[config.mk]
export PLATFORM = sky130hd
export DESIGN_NAME = custom_axi_ip_sched
export DESIGN_NICKNAME = d
export VERILOG_FILES = /design/src/rtl/custom_axi_ip_pkg.sv /design/src/rtl/custom_axi_ip_rr_arb.sv /design/src/rtl/custom_axi_ip_sched.sv
export SDC_FILE = /design/constraint.sdc
export NUM_CORES = 1
export LEC_CHECK = 0
export BUFFER_PORTS_ARGS = -buffer_cell sky130_fd_sc_hd__buf_2
export CORE_UTILIZATION = 45
export DETAILED_ROUTE_END_ITERATION = 10
export PLACE_DENSITY = 0.81
export SYNTH_ARGS = -nofsm -noshare
export SYNTH_HDL_FRONTEND = slang
export SYNTH_HIERARCHICAL = 1
export SYNTH_SLANG_ARGS = --single-unit
[constraint.sdc]
create_clock -name clk_i -period 4.68 [get_ports clk_i]
set_clock_uncertainty 0.05 [all_clocks]
set_input_delay 0.234 -clock clk_i [delete_from_list [all_inputs] [get_ports clk_i]]
set_output_delay 0.234 -clock clk_i [all_outputs]
set_load 0.02 [all_outputs]
[src/rtl/custom_axi_ip_pkg.sv]
// Shared types for the custom_axi_ip datapath and its job scheduler.
// - status_e      : status reported by the custom_axi_ip instance
// - sched_state_e : scheduler FSM states
// - rr_next       : wrap-around increment used for the round-robin pointer
package custom_axi_ip_pkg;

  typedef enum logic [1:0] {
    IDLE  = 2'd0,
    BUSY  = 2'd1,
    DONE  = 2'd2,
    ERROR = 2'd3
  } status_e;

  typedef enum logic [1:0] {
    S_IDLE  = 2'd0,
    S_ISSUE = 2'd1,
    S_WAIT  = 2'd2,
    S_RESP  = 2'd3
  } sched_state_e;

  // Index following idx in a ring of n entries.
  function automatic int rr_next(input int idx, input int n);
    return (idx + 32'sd1) % n;
  endfunction

endpackage

[src/rtl/custom_axi_ip_rr_arb.sv]
// Combinational round-robin arbiter.
// - req_i   : request vector, one bit per requester
// - ptr_i   : highest-priority index for this decision
// - en_i    : when low, no grant is issued
// - grant_o : one-hot grant
// - idx_o   : index of the winner (0 when nothing granted)
// - any_o   : a grant was issued
module custom_axi_ip_rr_arb
  import custom_axi_ip_pkg::*;
#(
  parameter int NUM_REQ = 4,
  localparam int ID_W = $clog2(NUM_REQ)
) (
  input  logic [NUM_REQ-1:0] req_i,
  input  logic [ID_W-1:0]    ptr_i,
  input  logic               en_i,
  output logic [NUM_REQ-1:0] grant_o,
  output logic [ID_W-1:0]    idx_o,
  output logic               any_o
);

  // Scan upward from the pointer with wrap; the first valid requester wins.
  always_comb begin
    logic [ID_W-1:0] cand;
    logic            found;
    grant_o = '0;
    idx_o   = '0;
    any_o   = 1'b0;
    found   = 1'b0;
    cand    = '0;
    for (int k = 0; k < NUM_REQ; k++) begin
      cand = ID_W'((int'(ptr_i) + k) % NUM_REQ);
      if (en_i && !found && req_i[cand]) begin
        found         = 1'b1;
        grant_o[cand] = 1'b1;
        idx_o         = cand;
        any_o         = 1'b1;
      end else begin
        found = found;
      end
    end
  end

endmodule

[src/rtl/custom_axi_ip_sched.sv]
// Round-robin job scheduler sharing one custom_axi_ip datapath between
// NUM_REQ requesters. One job is outstanding at a time.
// - clk_i / rst_i            : clock, synchronous active-high reset
// - req_valid_i/req_data_i   : per-requester jobs (slice i = requester i)
// - req_ready_o              : one-hot accept pulse, only in S_IDLE
// - rsp_*                    : shared response channel (valid/ready)
// - ip_data_o/ip_enable_o    : job data and one-cycle start pulse to the IP
// - ip_data_i/ip_status_i    : result and status from the IP
// - busy_o                   : a job is in flight
module custom_axi_ip_sched
  import custom_axi_ip_pkg::*;
#(
  parameter int NUM_REQ        = 4,
  parameter int DATA_WIDTH     = 32,
  parameter int TIMEOUT_CYCLES = 64,
  localparam int ID_W = $clog2(NUM_REQ)
) (
  input  logic                          clk_i,
  input  logic                          rst_i,
  input  logic [NUM_REQ-1:0]            req_valid_i,
  input  logic [NUM_REQ*DATA_WIDTH-1:0] req_data_i,
  output logic [NUM_REQ-1:0]            req_ready_o,
  output logic                          rsp_valid_o,
  input  logic                          rsp_ready_i,
  output logic [ID_W-1:0]               rsp_id_o,
  output logic [DATA_WIDTH-1:0]         rsp_data_o,
  output logic                          rsp_err_o,
  output logic                          rsp_timeout_o,
  output logic [DATA_WIDTH-1:0]         ip_data_o,
  output logic                          ip_enable_o,
  input  logic [DATA_WIDTH-1:0]         ip_data_i,
  input  status_e                       ip_status_i,
  output logic                          busy_o
);

  localparam int              CNT_W    = $clog2(TIMEOUT_CYCLES);
  localparam logic [CNT_W-1:0] CNT_LAST = CNT_W'(TIMEOUT_CYCLES - 1);

  sched_state_e          state_r, state_next_s;
  logic [ID_W-1:0]       ptr_r, job_id_r, win_idx_s;
  logic [DATA_WIDTH-1:0] job_data_r, rsp_data_r;
  logic [CNT_W-1:0]      cnt_r;
  logic                  rsp_err_r, rsp_timeout_r;
  logic [NUM_REQ-1:0]    grant_s;
  logic                  any_grant_s, arb_en_s;
  logic [DATA_WIDTH-1:0] req_data_s [NUM_REQ];

  for (genvar g = 0; g < NUM_REQ; g++) begin : g_slice
    assign req_data_s[g] = req_data_i[g*DATA_WIDTH +: DATA_WIDTH];
  end

  // Grants only while idle and the IP itself reports idle.
  assign arb_en_s = (state_r == S_IDLE) && (ip_status_i == IDLE);

  custom_axi_ip_rr_arb #(.NUM_REQ(NUM_REQ)) u_arb (
    .req_i   (req_valid_i),
    .ptr_i   (ptr_r),
    .en_i    (arb_en_s),
    .grant_o (grant_s),
    .idx_o   (win_idx_s),
    .any_o   (any_grant_s)
  );

  assign req_ready_o   = grant_s;
  assign ip_enable_o   = (state_r == S_ISSUE);
  assign ip_data_o     = ((state_r == S_ISSUE) || (state_r == S_WAIT)) ? job_data_r : '0;
  assign rsp_valid_o   = (state_r == S_RESP);
  assign rsp_id_o      = job_id_r;
  assign rsp_data_o    = rsp_data_r;
  assign rsp_err_o     = rsp_err_r;
  assign rsp_timeout_o = rsp_timeout_r;
  assign busy_o        = (state_r != S_IDLE);

  // Next-state decode for the job lifecycle.
  always_comb begin
    state_next_s = state_r;
    case (state_r)
      S_IDLE: begin
        if (any_grant_s) state_next_s = S_ISSUE;
        else             state_next_s = S_IDLE;
      end
      S_ISSUE: state_next_s = S_WAIT;
      S_WAIT: begin
        if ((ip_status_i == DONE) || (ip_status_i == ERROR) || (cnt_r == CNT_LAST))
          state_next_s = S_RESP;
        else
          state_next_s = S_WAIT;
      end
      S_RESP: begin
        if (rsp_ready_i) state_next_s = S_IDLE;
        else             state_next_s = S_RESP;
      end
      default: state_next_s = S_IDLE;
    endcase
  end

  // State, job latches, timeout counter and response registers.
  always_ff @(posedge clk_i) begin
    if (rst_i) begin
      state_r       <= S_IDLE;
      ptr_r         <= '0;
      job_id_r      <= '0;
      job_data_r    <= '0;
      cnt_r         <= '0;
      rsp_data_r    <= '0;
      rsp_err_r     <= 1'b0;
      rsp_timeout_r <= 1'b0;
    end else begin
      state_r <= state_next_s;
      if (any_grant_s) begin
        ptr_r      <= ID_W'(rr_next(int'(win_idx_s), NUM_REQ));
        job_id_r   <= win_idx_s;
        job_data_r <= req_data_s[win_idx_s];
      end
      if (state_r == S_WAIT) begin
        if (state_next_s == S_RESP) begin
          cnt_r <= '0;
          // DONE outranks ERROR, which outranks the timeout.
          if (ip_status_i == DONE) begin
            rsp_data_r    <= ip_data_i;
            rsp_err_r     <= 1'b0;
            rsp_timeout_r <= 1'b0;
          end else if (ip_status_i == ERROR) begin
            rsp_data_r    <= '0;
            rsp_err_r     <= 1'b1;
            rsp_timeout_r <= 1'b0;
          end else begin
            rsp_data_r    <= '0;
            rsp_err_r     <= 1'b1;
            rsp_timeout_r <= 1'b1;
          end
        end else begin
          cnt_r <= cnt_r + CNT_W'(1);
        end
      end
    end
  end

endmodule

==> impl_metrics.yaml <==
outcome:
  status: "complete, no violations"
setup_path:
  crit_start: "ptr_r[1]"
  critPathCaptureType: "flip-flop"
  crit_chain: "inv_1 > ha_1 > mux4_2 > nor2b_4 > or2_1 > o22ai_4 > buf_4 > mux4_2 > mux2i_1 > nor2_1"
  endpoint: "job_data_r[16]"
  start_kind: "flip-flop"
  rrSetupSlack_ns: 0.53
  r2r-end: "job_data_r[16]"
  critPathMostFrequentCell: "mux4_2"
  required_ns: 4.83
  path_buf_inv: 2
  worstSetupPathType: "flip-flop to flip-flop"
  crit_arrival_ns: 4.30
  cp.depth: 10
  regToRegStartpoint: "ptr_r[1]"
  worstPathMaxFanout: 18
  critPathSlowestCell: "mux4_2"
  cp_top_family: "multiplexers"
  r2r_cells: 10
  slowest_delay_ns: 0.62
place:
  place_congestion: 0.837
  post-dp-hpwl_mm: 9.15
  io_buffers: 243
  pre_cts_ws_ns: 0.575
yosys:
  ys_warn_count: 6
  synth_area_leaders: "dfxtp_1 (35%), mux4_2 (15%), mux2i_1 (8.7%)"
  synth_mux_area_frac: 0.276
  synthSimpleGateAreaFrac: 0.139
  netlist_area_um2: 4470
  yosysUniqueCellTypes: 55
  syn_nets: 571
  synthCells: 390
  synth_xor_area_frac: 0.0118
  synth-seq-area-share: 0.349
  synth_seq_cells: 78
  synth_top_area_share: 0.349
  ys.flop_type: "dfxtp_1"
  synth_top_cell_by_area: "dfxtp_1"
  synth_top_family_by_area: "multiplexers"
  synth_edf_count: 0
  async_flop_share: 0
  synth_compound_area_frac: 0.124
  syn_area_per_cell_um2: 11.5
  synthAdderAreaFrac: 0.0336
clock_network:
  clk_latency_ns: 0.35
  cts_resized: 0
  cts-root-buf: "clkbuf_8"
  cts_tree: "yes"
  ctsLongestPathBuffers: 2
  cts.sinks: 78
  cts_made_buffers: 9
  cts_max_level: 3
  cts.clk_slew.worst_paths_ns: 0.10
  ctsHoldBuffers: 0
  postCtsSetupBuffers: 0
timing:
  worst_slack_ns: 0.533
  hold_viol: 0
  timing.fmax_ghz: 0.241
  slew_violations: 0
  min_period_ns: 4.15
  setup_viol: 0
  finalSetupTns_ns: 0
  fin_crit_sh: 0.886
  rsz0062_at_grt: "false"
  worstMarginPinSlew_ns: 0.898
  slew_headroom: 0.402
floorplan:
  ios: 244
  core_um2: 9680
  die_area_um2: 10300
  fp.dieW_um: 102
  rows: 36
  initial_core_util: 0.462
  die_y_um: 102
power_and_ir_drop:
  total_power_mw: 2.08
  power_leakage_nw: 2.71
  powerDensity_nw_per_um2: 355
  peakVddDrop_mv: 0.177
flow_run:
  drv_cap: 0
route:
  wl_mm: 12.0
  post_drt_wl_per_cell_um: 15.9
  drc_errors: 0
  viasPerCell: 5.26
  first_pass_iters: 4
  ant_nets: 0
  vias: 3977
  drt-initial-drc-count: 100
layout:
  layout.nets: 799
  areaGrowthSynthToFinish_pct: 30.9
  antennaDiodeCount: 0
  layout-drive-gt1-share: 0.499
global_routing:
  grt.total_usage: 0.225
  antenna_found_initial: 1
  grt_max_degree: 46
  grt_pass1_wl_mm: 17.9
  overflow: 0
  grt_pass1_vias: 3675
hold_path:
  hp-class: "input pin to flip-flop"
state kept, by name, summed over array words and instances, names as in the netlist:
| name | flops |
|---|---|
| rsp_err_o | 1 |
| rsp_timeout_o | 1 |
| job_data_r | 32 |
| state_r | 2 |
| cnt_r | 6 |
| rsp_id_o | 2 |
| rsp_data_o | 32 |
| ptr_r | 2 |
power by group:
| group | internal [mW] | switching [mW] |
|---|---|---|
| combinational | 0.374 | 0.463 |
| clock | 0.206 | 0.280 |
| sequential | 0.719 | 0.0389 |
synth_stat cells (all sizes together) (2+ instances only):
library cell and instances:
nor2b 6, nand3 3, ha 12, inv 8, a221o 4, mux2i 39, nor2 48, and2 32
nand2b 2, a22o 32, a22oi 4, dfxtp 78, a21oi 6, o211ai 4, nand2 7, nand4 2
o21ai 4, clkbuf 8, xnor2 3, mux2 3, a211oi 3, xor2 3, nor3 3, mux4 35
buf 24
worst min path at each step:
stage,start,end,slack [ns],cells after the start
detailed placement,rsp_data_o[30],rsp_data_o[30],0.40,1
CTS,ip_data_i[20],rsp_data_o[20],0.03,2
global placement,rsp_data_o[27],rsp_data_o[27],0.40,1
finish,ip_data_i[20],rsp_data_o[20],0.05,2
global route,ip_data_i[20],rsp_data_o[20],0.03,2
floorplan,ip_status_i[1],rsp_timeout_o,0.28,1
cell usage in the layout (no fill, tap or decap), drive strengths merged, types with 4 or more instances in the layout:
master	n
o211ai	4
clkbuf	9
nor2b	6
mux2i	39
a22o	32
dfxtp	78
o21ai	4
a22oi	4
mux4	35
ha	12
a221o	4
buf	249
nor2	48
a21oi	6
and2	32
inv	13
nand2	7
metal layers:
metal  part of all wire  up-vias  GRT usage
li1                   -     1910          -
met1               0.40     1875      0.258
met2               0.51      175      0.406
met3              0.074       15     0.0559
met4              0.013        2     0.0780
met5            0.00066        -          0
through the flow:
step / std cells / cell area, um^2 / utilization / hold WS, ns
CTS: 756 / 5860 / 0.605 / 0.0317
finish: 756 / 5860 / 0.605 / 0.0501
global route: 756 / 5860 / 0.605 / 0.0265
global placement: 740 / 5670 / 0.585 / 0.401
floorplan: 390 / 4470 / - / 0.281
detailed placement: 740 / 5670 / 0.585 / 0.402
final cells by class:
cell class	count	area, um^2
Clock inverter	7	63.8
Multi-Input combinational cell	272	2650
Clock buffer	9	124
Timing Repair Buffer	249	1260
Sequential cell	78	1560
Inverter	8	30.0
Tap cell	133	166
Fill cell	851	3830
logic make-up (layout without fill, tap and decap cells):
logic type      count (synthesis)  after routing
buf+inv                        40            273
xor+xnor                        6              6
simple gates                  111            111
mux                            77             77
compound gates                 66             66
fa+ha+maj                      12             12
flops                          78             78
Note: power is estimated with default switching activity, not from simulation.
